**src/rtl/serial_adder_pkg.sv**
```systemverilog
// Shared types and defaults for the bit-serial adder.
package serial_adder_pkg;

  typedef enum logic [1:0] {
    IDLE = 2'd0,
    RUN  = 2'd1,
    DONE = 2'd2
  } state_t;

  localparam int WIDTH_DEFAULT = 8;

endpackage

```
**src/rtl/serial_adder_fa_bit.sv**
```systemverilog
// One-bit full adder used for each serial step of serial_adder.
module fa_bit (
  input  logic a,
  input  logic b,
  input  logic cin,
  output logic sum,
  output logic carry
);

  assign sum   = a ^ b ^ cin;
  assign carry = (a & b) | (cin & (a ^ b));

endmodule

```
**src/rtl/serial_adder.sv**
```systemverilog
// Bit-serial adder: one operand bit per clock, LSB first, valid/ready on both sides.
// Defining SERIAL_ADDER_OVF_EN adds the signed-overflow output ovf.
module serial_adder
  import serial_adder_pkg::*;
#(
  parameter int WIDTH = WIDTH_DEFAULT
) (
  input  logic             clk,
  input  logic             rst_n,
  input  logic             in_valid,
  output logic             in_ready,
  input  logic [WIDTH-1:0] a,
  input  logic [WIDTH-1:0] b,
  input  logic             cin,
  output logic             out_valid,
  input  logic             out_ready,
  output logic [WIDTH-1:0] sum,
  output logic             cout,
`ifdef SERIAL_ADDER_OVF_EN
  output logic             busy,
  output logic             ovf
`else
  output logic             busy
`endif
);

  localparam int CW = $clog2(WIDTH);
  localparam logic [CW-1:0] LAST = CW'(WIDTH - 1);

  state_t state_q, state_d;

  logic [WIDTH-1:0] a_q, b_q, sum_q;
  logic             carry_q;
  logic [CW-1:0]    cnt_q;
  logic             s_bit, c_bit;
  logic             last;

  fa_bit u_fa (
    .a    (a_q[0]),
    .b    (b_q[0]),
    .cin  (carry_q),
    .sum  (s_bit),
    .carry(c_bit)
  );

  assign last = (state_q == RUN) && (cnt_q == LAST);

  always_ff @(posedge clk or negedge rst_n) begin
    if (!rst_n) state_q <= IDLE;
    else        state_q <= state_d;
  end

  always_comb begin
    state_d = state_q;
    case (state_q)
      IDLE:    if (in_valid)  state_d = RUN;
      RUN:     if (last)      state_d = DONE;
      DONE:    if (out_ready) state_d = IDLE;
      default:                state_d = IDLE;
    endcase
  end

  // Sum bits enter at the MSB so that after WIDTH shifts bit 0 sits at the LSB.
  always_ff @(posedge clk or negedge rst_n) begin
    if (!rst_n) begin
      a_q     <= '0;
      b_q     <= '0;
      sum_q   <= '0;
      carry_q <= 1'b0;
      cnt_q   <= '0;
    end else begin
      case (state_q)
        IDLE: begin
          if (in_valid) begin
            a_q     <= a;
            b_q     <= b;
            sum_q   <= '0;
            carry_q <= cin;
            cnt_q   <= '0;
          end
        end
        RUN: begin
          a_q     <= a_q >> 1;
          b_q     <= b_q >> 1;
          sum_q   <= {s_bit, sum_q[WIDTH-1:1]};
          carry_q <= c_bit;
          if (!last) cnt_q <= cnt_q + CW'(1);
        end
        default: ;
      endcase
    end
  end

`ifdef SERIAL_ADDER_OVF_EN
  logic msb_cin_q;

  // Carry into the MSB is the carry register during the final RUN step.
  always_ff @(posedge clk or negedge rst_n) begin
    if (!rst_n)    msb_cin_q <= 1'b0;
    else if (last) msb_cin_q <= carry_q;
  end

  assign ovf = (state_q == DONE) & (msb_cin_q ^ carry_q);
`endif

  assign in_ready  = (state_q == IDLE);
  assign out_valid = (state_q == DONE);
  assign busy      = (state_q != IDLE);
  assign sum       = sum_q;
  assign cout      = carry_q;

endmodule
```
**config.mk**
```make
export PLATFORM = sky130hd
export DESIGN_NAME = serial_adder
export DESIGN_NICKNAME = d
export VERILOG_FILES = /design/src/rtl/serial_adder_pkg.sv /design/src/rtl/serial_adder_fa_bit.sv /design/src/rtl/serial_adder.sv
export SDC_FILE = /design/constraint.sdc
export NUM_CORES = 1
export LEC_CHECK = 0
export ABC_AREA = 1
export ABC_CLOCK_PERIOD_IN_PS = 1200
export CAP_MARGIN = 20
export CORE_ASPECT_RATIO = 2
export CORE_MARGIN = 2
export CORE_UTILIZATION = 44
export CTS_CLUSTER_SIZE = 25
export DETAILED_ROUTE_END_ITERATION = 10
export PLACE_DENSITY = 0.75
export SLEW_MARGIN = 20
export SYNTH_ARGS = -nofsm -noshare
export SYNTH_HDL_FRONTEND = slang
export SYNTH_SLANG_ARGS = --single-unit
```
**constraint.sdc**
```tcl
create_clock -name clk -period 1.2 [get_ports clk]
set_input_delay 0.12 -clock clk [delete_from_list [all_inputs] [get_ports clk]]
set_output_delay 0.12 -clock clk [all_outputs]
set_load 0.02 [all_outputs]
```
==> out/results.tsv, run 1 <==
metric	value	unit
WP data arrival	1480	ps
Congestion Overflow GR	0	
Fin Setup TNS	-486	ps
PortBufs	32	
Mapped Area	0.00147	mm^2
Final Cell Area	0.00239	mm^2
DRT Pass-1 Iters	4	
Crit. End Element	flip-flop	
initial antenna violation count	0	
Cell variety after synth	15	
largest net degree at the start of global routing	31	
std cell rows	29	
# setup viols final	26	
Vias/cell	5.27	
drt initial violations	28	
share of layout cells above drive strength 1	0.343	
fin. max-slew vios	0	
Worst-Skew Late Latency	290	ps
Fin. Hold Viols	0	
period utilization	1.05	
detailed placer's ending HPWL	2.28	mm
CTS tree	done	
die height	85.7	um
Final WS setup	-59.4	ps
Die W	44.9	um
clock skew	7.97	ps
mean area per synthesized cell	7.73	um^2
total routed wirelength	4.23	mm
first-pass GRT wire length	5.71	mm
Hold Crit Class	input pin to async pin	
number of global-route vias before repair	1288	
minimum clock period	1260	ps
Mapped Nets	214	
Core Box Area	0.00319	mm^2
Max Clk Rate	794	MHz
DRT antenna net count	0	
Slew Limit Headroom	0.872	
post-synthesis sequential area ratio	0.511	
Area after DPL	0.00186	mm^2
failing checks	negative setup slack	
Yosys reg bits	30	
hold-fix buffer count after cts	0	
final hold slack	204	ps
I/O pins	33	
Yosys warning count	0	
starting density of the core	0.460	
DR WL/cell	15.0	um
worst-path fanout max	7	
clk slew on worst S/H paths	70	ps
# DRC	0	
status	finished with violations	
Critical Path Start Type	flip-flop	
Leakage Power	1.31	nW
Final nets	274	
Tightest Pin Transition	189	ps
clock buffer depth	2	
Cells after Synth	190	
GR Util All Layers	0.201	
area added between synthesis and finish	62.4	%
Final Wtd Congestion	0.819	
Num CTS Buffers	5	
Root Buffer	clkbuf_8	
n_diodes	0	
total die area	0.00384	mm^2
VDD IR max	1580	uV
# clock sinks	30	
max cap viols	0	
Setup CP Type	flip-flop to flip-flop	
H-tree Lvls	2	
total number of vias	1487	
dpl ws	-129	ps
power density over the cells	2550	mW/mm^2
Critical Path RT	1420	ps
RSZ-0062 raised after global routing	true	
## state kept, by name, summed over array words and instances, names as in the netlist
signal and cells:
cnt_q 3, state_q 2, b_q 8, cout 1, a_q 8, sum 8
## per-layer routing
| metal | GRT usage | vias to the layer above | part of all wire |
|---|---|---|---|
| met5 | 0 | - | 0 |
| met4 | 0.0963 | 0 | 0.040 |
| met3 | 0.0379 | 19 | 0.045 |
| met2 | 0.343 | 53 | 0.56 |
| met1 | 0.230 | 706 | 0.35 |
| li1 | - | 709 | - |
## cells by family (layout without fill, tap and decap cells)
family	Yosys count	count (layout)	synth area share
AND/OR/NAND/NOR	134	134	0.370
flip-flops	30	30	0.511
buffers and inverters	20	81	0.0707
adder cells (fa/ha/maj)	3	3	0.0307
AO/OA/AOI/OAI	3	3	0.0179
## layout by cell type (no fill, tap or decap), types with 2 or more instances in the layout
cell and instances:
buf_12 4, buf_6 4, nand3_1 25, clkdlybuf4s50_1 20, nand3_2 2, nand2_2 22
nand2_1 74, dfrtp_2 2, dlygate4sd2_1 9, dfrtp_1 28, clkbuf_8 6, buf_4 17
inv_2 5, clkbuf_16 3, buf_8 4, inv_1 4, nand2_4 6
## synthesized netlist by cell type, drive strengths merged
master	n	area share
nand2	103	0.26
dfrtp	30	0.51
nand3	28	0.095
inv	11	0.028
buf	9	0.043
o21ai	3	0.018
ha	2	0.017
nor2	2	0.0051
fa	1	0.014
nand4	1	0.0043
## power breakdown
group          switching (mW)  total, mW  internal (mW)  leakage [nW]
clock                   0.376      0.837          0.462        0.0482
combinational            1.82       3.43           1.61         0.875
sequential              0.366       1.83           1.46         0.382
total                    2.56       6.09           3.53          1.31
## layout make-up
| class | count | area (um^2) |
|---|---|---|
| fillers | 220 | 807 |
| multi-input cells | 140 | 776 |
| flip-flops and latches | 30 | 753 |
| repair buffers | 61 | 667 |
| clock buffers | 7 | 86.3 |
| inverters | 11 | 51.3 |
| well taps | 31 | 38.8 |
| repair inverters | 1 | 8.76 |
| clock inverters | 1 | 5.00 |
## stage by stage
step / util / total power [mW] / instances
detailed placement: 0.584 / 4.11 / 255
global placement: 0.584 / 4.04 / 255
CTS: 0.624 / 5.02 / 264
floorplan: - / 3.30 / 190
finish: 0.747 / 6.09 / 282
global route: 0.747 / 6.54 / 282
## worst max-delay path, cell delays in order (launching register included)
cell,delay (ps)
dfrtp_2,450
buf_12,150
o21ai_4,130
buf_12,170
clkbuf_16,160
nand2_4,40
nand2_2,70
## final timing paths
| check | startpoint | end | slack [ps] | cells after the start |
|---|---|---|---|---|
| setup / recovery | state_q[0]$_DFFE_PN0P_ | a_q[7]$_DFFE_PN0P_ | -60 | 6 |
| hold / removal | rst_n | b_q[3]$_DFFE_PN0P_ | 200 | 2 |
| setup reg to reg | state_q[0]$_DFFE_PN0P_ | a_q[7]$_DFFE_PN0P_ | -60 | 6 |
| hold reg to reg | sum[0]$_DFFE_PN0P_ | sum[0]$_DFFE_PN0P_ | 480 | 2 |
| max in group asynchronous | rst_n | cout$_DFFE_PN0P_ | 810 | 2 |
| min in group clk | b[7] | b_q[7]$_DFFE_PN0P_ | 420 | 3 |
## repair_timing
item	in CTS	in global routing
setup endpoints to repair	35	32
resized for setup	36	65
cloned	0	5
setup buffers	1	13
pin swaps	2	9
No activity file was read; power rests on OpenSTA's default activity.
==> inputs of run 2 (changes only) <==
--- a/config.mk
+++ b/config.mk
@@ -18,3 +18,4 @@
 export SYNTH_ARGS = -nofsm -noshare
 export SYNTH_HDL_FRONTEND = slang
 export SYNTH_SLANG_ARGS = --single-unit
+export TNS_END_PERCENT = 10
==> out/results.tsv, run 2 (same netlist as run 1, synthesis figures left out) <==
metric	value	unit	change
status	finished with violations		
failing checks	negative setup slack		
final hold slack	191	ps	-12.9 ps
clock buffer depth	2		unchanged
Critical Path Start Type	flip-flop		
DRT Pass-1 Iters	4		unchanged
Tightest Pin Transition	210	ps	+20.1 ps
Hold Crit Class	input pin to async pin		
Reg area	752	um^2	-0.17%
clk slew on worst S/H paths	70	ps	about the same
share of layout cells above drive strength 1	0.151		-0.192
CTS tree	done		
total routed wirelength	3.31	mm	-22%
hold-fix buffer count after cts	0		unchanged
Vias/cell	5.06		-4.1%
power density over the cells	2500	mW/mm^2	-2.0%
VDD IR max	1300	uV	-18%
placed insts	255		unchanged
initial antenna violation count	0		unchanged
total die area	0.00384	mm^2	unchanged
Worst-Skew Late Latency	290	ps	about the same
PortBufs	32		unchanged
Leakage Power	1.10	nW	-16%
most frequent cells in the layout	nand2_1 (100), dfrtp_1 (29), nand3_1 (26)		
most common cell after layout, fill and taps aside	nand2_1		
Fin. Hold Viols	0		unchanged
Fin Setup TNS	-117	ps	+368 ps
GR Util All Layers	0.206		+0.00558
Crit. End Element	flip-flop		
Critical Path RT	1400	ps	-20 ps
# setup viols final	13		-50%
Die W	44.9	um	unchanged
RSZ-0062 raised after global routing	true		
first-pass GRT wire length	5.82	mm	+1.9%
Setup Buffers After CTS	0		-1
# DRC	0		unchanged
Setup CP Type	flip-flop to flip-flop		
drt initial violations	17		-39%
Num CTS Buffers	5		unchanged
clock skew	7.18	ps	-0.788 ps
area added between synthesis and finish	36.5	%	
std cell rows	29		unchanged
die height	85.7	um	unchanged
number of global-route vias before repair	1349		+4.7%
worst-path fanout max	26		+19
Finished Core Util	0.628		-0.119
largest net degree at the start of global routing	31		unchanged
period utilization	1.02		-0.0255
WP data arrival	1430	ps	-50 ps
Root Buffer	clkbuf_8		
I/O pins	33		unchanged
Non-Filler Instances	263		-6.7%
dpl ws	-169	ps	-39.8 ps
Final nets	255		-6.9%
Final WS setup	-28.8	ps	+30.6 ps
total number of vias	1330		-11%
DRT antenna net count	0		unchanged
# clock sinks	30		unchanged
detailed placer's ending HPWL	2.35	mm	+3.1%
Final Wtd Congestion	0.827		+0.95%
Slew Limit Headroom	0.860		-0.0126
DR WL/cell	12.6	um	-16%
Core Box Area	0.00319	mm^2	unchanged
Congestion Overflow GR	0		unchanged
area used by multi-input combinational logic	659	um^2	-15%
Max Clk Rate	814	MHz	+2.5%
minimum clock period	1230	ps	-30.6 ps
Fillers	297		+35%
starting density of the core	0.460		unchanged
H-tree Lvls	2		unchanged
n_diodes	0		unchanged
fin. max-slew vios	0		unchanged
max cap viols	0		unchanged
==> run 2: cell count changes in the layout (fill, tap and decap cells not counted), moves of 4 or more <==
cell	change
nand2_1	+26
buf_4	-9
buf_8	-4
nand2_2	-20
nand2_4	-5
==> run 2: stage by stage <==
| step | cell area [um^2] | power (mW) |
|---|---|---|
| 4_1_cts | 1950 | 4.93 |
| 5_1_grt | 2010 | 5.49 |
| 2_1_floorplan | 1470 | 3.29 |
| 3_3_place_gp | 1860 | 4.03 |
| 6_report | 2010 | 5.02 |
| 3_5_place_dp | 1860 | 4.13 |
==> run 2: power breakdown <==
part / leakage (nW) / switching [mW] / internal [mW]
combinational: 0.670 / 1.44 / 0.989
sequential: 0.383 / 0.291 / 1.46
clock: 0.0482 / 0.382 / 0.462
==> run 2: final cells by class <==
cell class	instances	share of cell area
clock buffers	7	0.0430
clock inverters	1	0.00250
well taps	31	0.0193
flip-flops and latches	30	0.375
inverters	11	0.0231
repair buffers	43	0.208
multi-input cells	140	0.329
==> run 2: per-layer routing <==
metal / vias up / GRT usage / wire length, um
met2: 27 / 0.349 / 1780
met4: 0 / 0.112 / 94
li1: 670 / - / -
met5: - / 0 / 0
met1: 624 / 0.232 / 1320
met3: 9 / 0.0400 / 116
==> run 2: worst paths after layout <==
kind | from | endpoint | depth (start not counted) | slack (ps)
worst max-delay path | state_q[0]$_DFFE_PN0P_ | sum[7]$_DFFE_PN0P_ | 5 | -30
worst min-delay path | rst_n | b_q[6]$_DFFE_PN0P_ | 2 | 190
worst max register to register | state_q[0]$_DFFE_PN0P_ | sum[7]$_DFFE_PN0P_ | 5 | -30
worst min register to register | a_q[6]$_DFFE_PN0P_ | a_q[6]$_DFFE_PN0P_ | 2 | 480
max in group asynchronous | rst_n | state_q[0]$_DFFE_PN0P_ | 2 | 840
min in group clk | b[7] | b_q[7]$_DFFE_PN0P_ | 3 | 420
==> run 2: repair_timing <==
item	CTS	global route
gates cloned	0	0
gates resized for setup	27	16
endpoints found under the setup margin	42	33
pin swaps	1	3
==> run 2: worst max-delay path, stage by stage (launching register included) <==
cell,delay (ps)
dfrtp_2,440
buf_12,180
o21ai_4,210
buf_4,190
nand2_1,50
o21ai_0,70
